[config.mk]
export PLATFORM = sky130hd
export DESIGN_NAME = shift_arb
export DESIGN_NICKNAME = d
export VERILOG_FILES = /design/src/rtl/shift_arb_pkg.sv /design/src/rtl/shift_arb_shifter.sv /design/src/rtl/shift_arb.sv
export SDC_FILE = /design/constraint.sdc
export NUM_CORES = 1
export LEC_CHECK = 0
export BUFFER_PORTS_ARGS = -buffer_cell sky130_fd_sc_hd__buf_4
export CAP_MARGIN = 20
export CORE_MARGIN = 3
export CORE_UTILIZATION = 57
export DETAILED_ROUTE_END_ITERATION = 7
export PLACE_DENSITY_LB_ADDON = 0.3
export SLEW_MARGIN = 20
export SYNTH_ARGS = -nofsm -noshare
export SYNTH_HDL_FRONTEND = slang
export SYNTH_SLANG_ARGS = --single-unit
[constraint.sdc]
create_clock -name clk -period 3.1 [get_ports clk]
set_clock_uncertainty 0.05 [all_clocks]
set_input_delay 0.155 -clock clk [delete_from_list [all_inputs] [get_ports clk]]
set_output_delay 0.155 -clock clk [all_outputs]
set_load 0.02 [all_outputs]
[src/rtl/shift_arb_pkg.sv]
// rtl/shift_arb_pkg.sv - shared types and constants for the shift arbiter
package shift_arb_pkg;

  localparam int DATA_W = 16;

  typedef enum logic [1:0] {
    MODE_SLL = 2'b00,
    MODE_SRA = 2'b01,
    MODE_ROR = 2'b10
  } shift_mode_e;

  typedef enum logic {
    ST_EMPTY = 1'b0,
    ST_FULL  = 1'b1
  } arb_state_e;

endpackage

[src/rtl/shift_arb_shifter.sv]
// rtl/shift_arb_shifter.sv - combinational 16-bit barrel shifter (SLL/SRA/ROR)
module shift_arb_shifter
  import shift_arb_pkg::*;
(
  input  logic [DATA_W-1:0] i_data,
  input  logic [3:0]        i_amt,
  input  logic [1:0]        i_mode,
  output logic [DATA_W-1:0] o_data
);

  always_comb begin
    o_data = i_data;
    case (i_mode)
      MODE_SLL: o_data = i_data << i_amt;
      MODE_SRA: o_data = $signed(i_data) >>> i_amt;
      // Rotate by shifting a doubled copy; mode 11 falls through to ROR.
      default:  o_data = DATA_W'({i_data, i_data} >> i_amt);
    endcase
  end

endmodule

[src/rtl/shift_arb.sv]
// rtl/shift_arb.sv - two-requester round-robin arbiter in front of one shared shifter
module shift_arb
  import shift_arb_pkg::*;
#(
  parameter int NUM_REQ = 2
) (
  input  logic                           clk,
  input  logic                           rst_n,
  input  logic [NUM_REQ-1:0]             req_valid,
  output logic [NUM_REQ-1:0]             req_ready,
  input  logic [NUM_REQ-1:0][DATA_W-1:0] req_data,
  input  logic [NUM_REQ-1:0][3:0]        req_amt,
  input  logic [NUM_REQ-1:0][1:0]        req_mode,
  input  logic                           flush,
  output logic                           rsp_valid,
  input  logic                           rsp_ready,
  output logic [DATA_W-1:0]              rsp_data,
  output logic                           rsp_id
);

  arb_state_e        r_state;
  logic              r_ptr;
  logic              r_rsp_valid;
  logic [DATA_W-1:0] r_rsp_data;
  logic              r_rsp_id;

  logic              w_grant_idx;
  logic              w_slot_free;
  logic              w_xfer;
  logic [NUM_REQ-1:0] w_ready;
  logic [DATA_W-1:0] w_shift_data;

  // Pointer only breaks ties; a lone requester wins regardless of it.
  always_comb begin
    w_grant_idx = (req_valid[0] && req_valid[1]) ? r_ptr : req_valid[1];
    w_slot_free = rst_n && !flush && ((r_state == ST_EMPTY) || rsp_ready);
    w_ready     = '0;
    if (w_slot_free && (|req_valid)) begin
      w_ready[w_grant_idx] = 1'b1;
    end
  end

  assign w_xfer    = |w_ready;
  assign req_ready = w_ready;

  shift_arb_shifter u_shifter (
    .i_data (req_data[w_grant_idx]),
    .i_amt  (req_amt[w_grant_idx]),
    .i_mode (req_mode[w_grant_idx]),
    .o_data (w_shift_data)
  );

  always_ff @(posedge clk) begin
    if (!rst_n) begin
      r_state     <= ST_EMPTY;
      r_rsp_valid <= 1'b0;
      r_rsp_data  <= '0;
      r_rsp_id    <= 1'b0;
      r_ptr       <= 1'b0;
    end else if (flush) begin
      r_state     <= ST_EMPTY;
      r_rsp_valid <= 1'b0;
    end else begin
      case (r_state)
        ST_EMPTY: begin
          if (w_xfer) begin
            r_state     <= ST_FULL;
            r_rsp_valid <= 1'b1;
          end
        end
        ST_FULL: begin
          if (!w_xfer && rsp_ready) begin
            r_state     <= ST_EMPTY;
            r_rsp_valid <= 1'b0;
          end
        end
        default: begin
          r_state     <= ST_EMPTY;
          r_rsp_valid <= 1'b0;
        end
      endcase
      if (w_xfer) begin
        r_rsp_data <= w_shift_data;
        r_rsp_id   <= w_grant_idx;
        r_ptr      <= ~w_grant_idx;
      end
    end
  end

  assign rsp_valid = r_rsp_valid;
  assign rsp_data  = r_rsp_data;
  assign rsp_id    = r_rsp_id;

endmodule

Yosys cells after proc, flatten, opt, wreduce, memory -nomap -nowiden. Cells that the tools add are included.

Bits in latches: 0. RAM bits: 0. Memory bits (read-only): 0. Memories: 0. Bits in registers: 20. Output and inout bits: 20. Input port bits: 50. Logic and storage cells: 49.

Order comparisons: 2. Div/mod/pow operators: 0. Bitwise logic cells: 4. Shift-type cells: 3. Equality and inequality tests: 3. Reductions and logical operators: 15. Add/subtract/negate cells: 0. $mul: 0. Muxes and demuxes: 17.

Operators with widths (number): $mux 16 (2); $pmux 16 s2 (1); $shr 32x4->16 (1); $shl 16x4->16 (1); $sshr 16x4->16 (1); $mux 4 (2); $logic_and 1x1->1 (6); $mux 1 (6); $mux 2 (3); $reduce_or 2->1 (3); $not 1->1 (4); $pmux 1 s2 (2); $reduce_and 2->1 (2); $eq 2x1->1 const B (1); $logic_not 1->1 (2); $logic_not 2->1 (1); $lt 1x2->1 const B (1); $ne 2x1->1 const B (1); $ne 2x2->1 const B (1); $demux 1 s1 (1); $ge 1x1->1 const B (1); $logic_or 1x1->1 (1).

Logic depth before layout (Yosys ltp).
Depth after elaboration: 12. Mapped depth: 11. Mapped depth without buffers: 7.

Cells and area by module. From an unflattened synthesis, not the netlist that was laid out.

Cell total of the unflattened synthesis: 355. Area total of the unflattened synthesis: 3034.2 um^2.

By module, submodules not included: shift_arb_shifter (times used 1, area an instance 1933.1 um^2, cells an instance 235); shift_arb (times used 1, area an instance 1101.1 um^2, cells an instance 120).

Worst setup path after synthesis. No wires, ideal clock.

Kind: register to register. Start: register r_ptr. End: register r_rsp_data[10], in the netlist rsp_data[10]. Path slack: 0.909 ns. Stages on the path, launching flop included: 9. Required time: 2.931 ns. Path buffers: 1. Data arrival time: 2.023 ns. Cells stage by stage: dfxtp_1 nand2b_1 buf_6 and3_4 a21oi_4 mux4_2 a211oi_1 a211oi_1 o221a_2.

Longest elaborated chain between the ends: 8. Elaborated cells on any way between the ends: 21. Classes of those cells: order compare (2); eq/ne (1); shift (3); mux (11); reduce/logical (4).

Ends and longest elaborated chain: start, declared (RTL line shift_arb.sv:22) `logic r_ptr;`; start signal, assigned (RTL line shift_arb.sv:85) `r_ptr <= ~w_grant_idx;`; $mux 1 * (RTL line shift_arb.sv:35) `w_grant_idx = (req_valid[0] && req_valid[1]) ? r_ptr : req_valid[1];`; $lt 1x2->1 (implied by the code) / $ge 1x1->1 (equally long branches) (RTL line shift_arb.sv:39) `w_ready[w_grant_idx] = 1'b1;`; $logic_and 1x1->1 (implied by the code) (RTL line shift_arb.sv:39); $mux 1 (implied by the code) (RTL line shift_arb.sv:39); $demux 1 s1 (RTL line shift_arb.sv:39); $mux 2 (RTL line shift_arb.sv:38) `if (w_slot_free && (|req_valid)) begin`; $reduce_or 2->1 (RTL line shift_arb.sv:43) `assign w_xfer = |w_ready;`; $reduce_and 2->1 (no source line); end signal, assigned (RTL line shift_arb.sv:83) `r_rsp_data <= w_shift_data;`; end, declared (RTL line shift_arb.sv:24) `logic [DATA_W-1:0] r_rsp_data;`.

Every way passes the cells marked *; elsewhere a longest branch is shown, timed or not. The select of a mux whose other input is x is not followed. A chain may end at the register's enable or synchronous reset.

Worst setup path in the final report. Same ends and word-level chain as after synthesis.

==> out/metrics.yaml <==
outcome:
  status: "finished clean"
cells_and_area:
  synthToLayoutAreaGrowth_pct: 15.03
  drive_gt1_share_pct: 27.08
  nFillCells: 535
  multi_input_area_um2: 2919
  seq_area_um2: 400.4
  diodes: 0
  num-nets-final: 568
  fin_area_um2: 4145
  utilization_pct: 68.79
setup_path:
  cp_max_fo: 16
  rr_endpoint: "rsp_data[10]$_SDFFE_PN0P_"
  end_kind: "register"
  r2r_setup_slack_ns: 0.38
  crit_end: "rsp_data[10]$_SDFFE_PN0P_"
  arrival_ns: 2.84
  critical_path.startpoint: "r_ptr$_SDFFE_PN0P_"
  reg2reg_from: "r_ptr$_SDFFE_PN0P_"
  critPathLaunchType: "register"
  ff2ff_path_depth: 7
  crit_required_ns: 3.22
  path_class: "reg2reg"
timing:
  fin_tns_setup_ns: 0
  min_period_ns: 2.721
  fin_crit_sh_pct: 87.77
  drv_slew: 0
  tightest_slew_ns: 0.9509
  rsz0062_at_grt: "false"
  relSlewSlack_pct: 35.60
  setup_viol: 0
  timing.fmax_ghz: 0.3675
  hold_viol_final: 0
  layout_setup_ws_ns: 0.3790
grt:
  gr-usage-met3_pct: 8.934
  antenna_found_initial: 0
  grt.busiest_layer: "met2"
  grt_max_degree: 44
  grt_pass1_vias: 4057
  grt_first_pass_wirelength_um: 21520
  met2_usage_pct: 60.88
  gr-total-overflow: 0
  grt_use_met1_pct: 48.86
  grt.total_usage_pct: 37.46
logic_synthesis:
  yosysWarnings: 0
  syn_area_um2: 3603
  synth.distinct_cells: 70
  synthCells: 471
  synth-edff-count: 0
  syn-num-nets: 521
  ys_seq_area_share_pct: 11.11
  async_flop_share_pct: 0
  synth_ff_type: "dfxtp_1"
  ys_seq_elements: 20
  synth.area.top_cells: "mux2i_1 13%, dfxtp_1 11%, mux2_2 7.5%"
  syn_avg_cell_area_um2: 7.651
  yosysTopAreaCellShare_pct: 13.06
  synth_top_area_cell: "mux2i_1"
clock_tree:
  ctsHtreeMaxLevel: 1
  clkTransAtPathRegs_ns: 0.08
  post_cts_buffers: 0
  clk_latency_ns: 0.27
  cts.sinks: 20
  cts_tree: "done"
  cts-buffers-inserted: 3
  clockRootBuffer: "clkbuf_8"
  ctsResizeCount: 0
  cts_hold_buf: 0
  cts_buffer_depth: 2
worst_hold_path:
  holdCritPathClass: "in2reg"
  hp-start: "rsp_ready"
power_and_ir_drop:
  p_switching_uw: 589.1
  swShare_pct: 43.58
  seq_power_share_pct: 21.3
  leakage_uw: 0.001697
  p_int_uw: 762.7
  p_clk_share_pct: 20.3
  power.density_nw_per_um2: 326.1
  pwr-share-comb_pct: 58.4
  vdd_drop_max_mv: 0.2624
drt:
  drt_iter0_markers: 513
  wl_um: 13740
  post_drt_wl_per_cell_um: 23.21
  ant_nets: 0
  firstDrtPassIters: 7
  vias: 4320
  via_per_inst: 7.297
  drcViolationCount: 0
floorplan:
  fp.coreArea_um2: 6026
  die_h_um: 85.51
  initial_core_util_pct: 59.80
  die_w_um: 85.51
  rows: 28
  die_area_um2: 7312
  design.portCount: 70
place:
  dp_hpwl_um: 10560
  dpl_cell_area_um2: 4074
  place_congestion: 1.090
  numPortBuffers: 69
  place_ws_ns: 0.4630
run:
  maxCapViolCount: 0
==> stage by stage <==
step	hold WS, ns	power, uW	instances
2_1_floorplan	0.2191	811.8	471
3_3_place_gp	0.3165	1050	588
3_5_place_dp	0.3434	1056	588
4_1_cts	0.05101	1330	592
5_1_grt	0.06012	1413	592
6_report	0.05304	1352	592
==> metal layers <==
layer	wire length, um	up-vias
met4	469	0
met2	6306	323
met1	5375	1992
li1	-	1961
met3	1586	44
met5	0	-
==> worst min-delay path by stage <==
stage | cells past startpoint | endpoint
2_1_floorplan | 1 | rsp_valid$_SDFFE_PP0P_
3_3_place_gp | 2 | rsp_valid$_SDFFE_PP0P_
3_5_place_dp | 2 | rsp_valid$_SDFFE_PP0P_
4_1_cts | 2 | rsp_valid$_SDFFE_PP0P_
5_1_grt | 2 | rsp_valid$_SDFFE_PP0P_
6_report | 2 | rsp_valid$_SDFFE_PP0P_
==> power groups by stage <==
stage               Sequential (uW)  Combinational, uW  Clock, uW
floorplan                       317                495          0
global placement                293                757          0
detailed placement              294                762          0
CTS                             288                765        276
global route                    290                842        281
finish                          288                790        274
==> state kept, by name (all words and copies together) (netlist names) <==
name / count
r_ptr: 1
rsp_data: 16
rsp_id: 1
r_state: 1
rsp_valid: 1
==> cells by family (layout without fill, tap and decap cells) <==
kind of cell,Yosys count,count (layout),share of synthesized area (%)
AOI/OAI and AO/OA,186,186,37.26
buffers and inverters,48,94,7.882
DFF,20,20,11.11
muxes,76,76,23.68
and+or+nand+nor,141,141,20.07
==> Yosys cell counts (all sizes together) (6+ instances only) <==
cell and n:
o21ai 48, mux2i 47, buf 37, nand2 33, a21oi 29, nor2 29
mux2 24, nand3 24, dfxtp 20, nor2b 16, a211oi 14, o211ai 13
a31oi 9, o221ai 9, and3 7, clkbuf 7, nor3 7, a221oi 6
==> cell usage in the layout, fill, tap and decap left out, types with 5 or more instances in the layout <==
master / Yosys / routed
mux2i_1: 47 / 47
nand4_1: 5 / 5
o21ai_0: 43 / 43
o211ai_1: 13 / 13
nand2_1: 31 / 31
a31oi_1: 9 / 9
o31ai_1: 5 / 5
mux4_2: 5 / 5
nor3_1: 7 / 7
a221oi_1: 6 / 6
dfxtp_1: 20 / 20
nand3_1: 23 / 23
a211oi_1: 13 / 13
and3_1: 6 / 6
a21oi_1: 25 / 25
mux2_2: 24 / 24
o221ai_1: 9 / 9
buf_4: 6 / 86
nor2b_1: 16 / 16
nor2_1: 28 / 28
==> worst max-delay path, cell delays in order, from the launching register on <==
cell and delay, ns:
dfxtp_1 0.35, nand2b_1 0.16, buf_4 0.19, nand2_2 0.27, buf_4 0.29, o311ai_1 0.79
o221ai_1 0.23, o221a_2 0.29
==> layout make-up <==
| type | count | share of cell area [%] |
|---|---|---|
| multi-input combinational | 403 | 70.42 |
| timing repair buffer | 86 | 15.57 |
| sequential | 20 | 9.659 |
| tap | 75 | 2.264 |
| clock buffer | 3 | 0.9961 |
| clock inverter | 1 | 0.7244 |
| inverter | 4 | 0.3622 |
No activity file was read; power rests on OpenSTA's default activity.
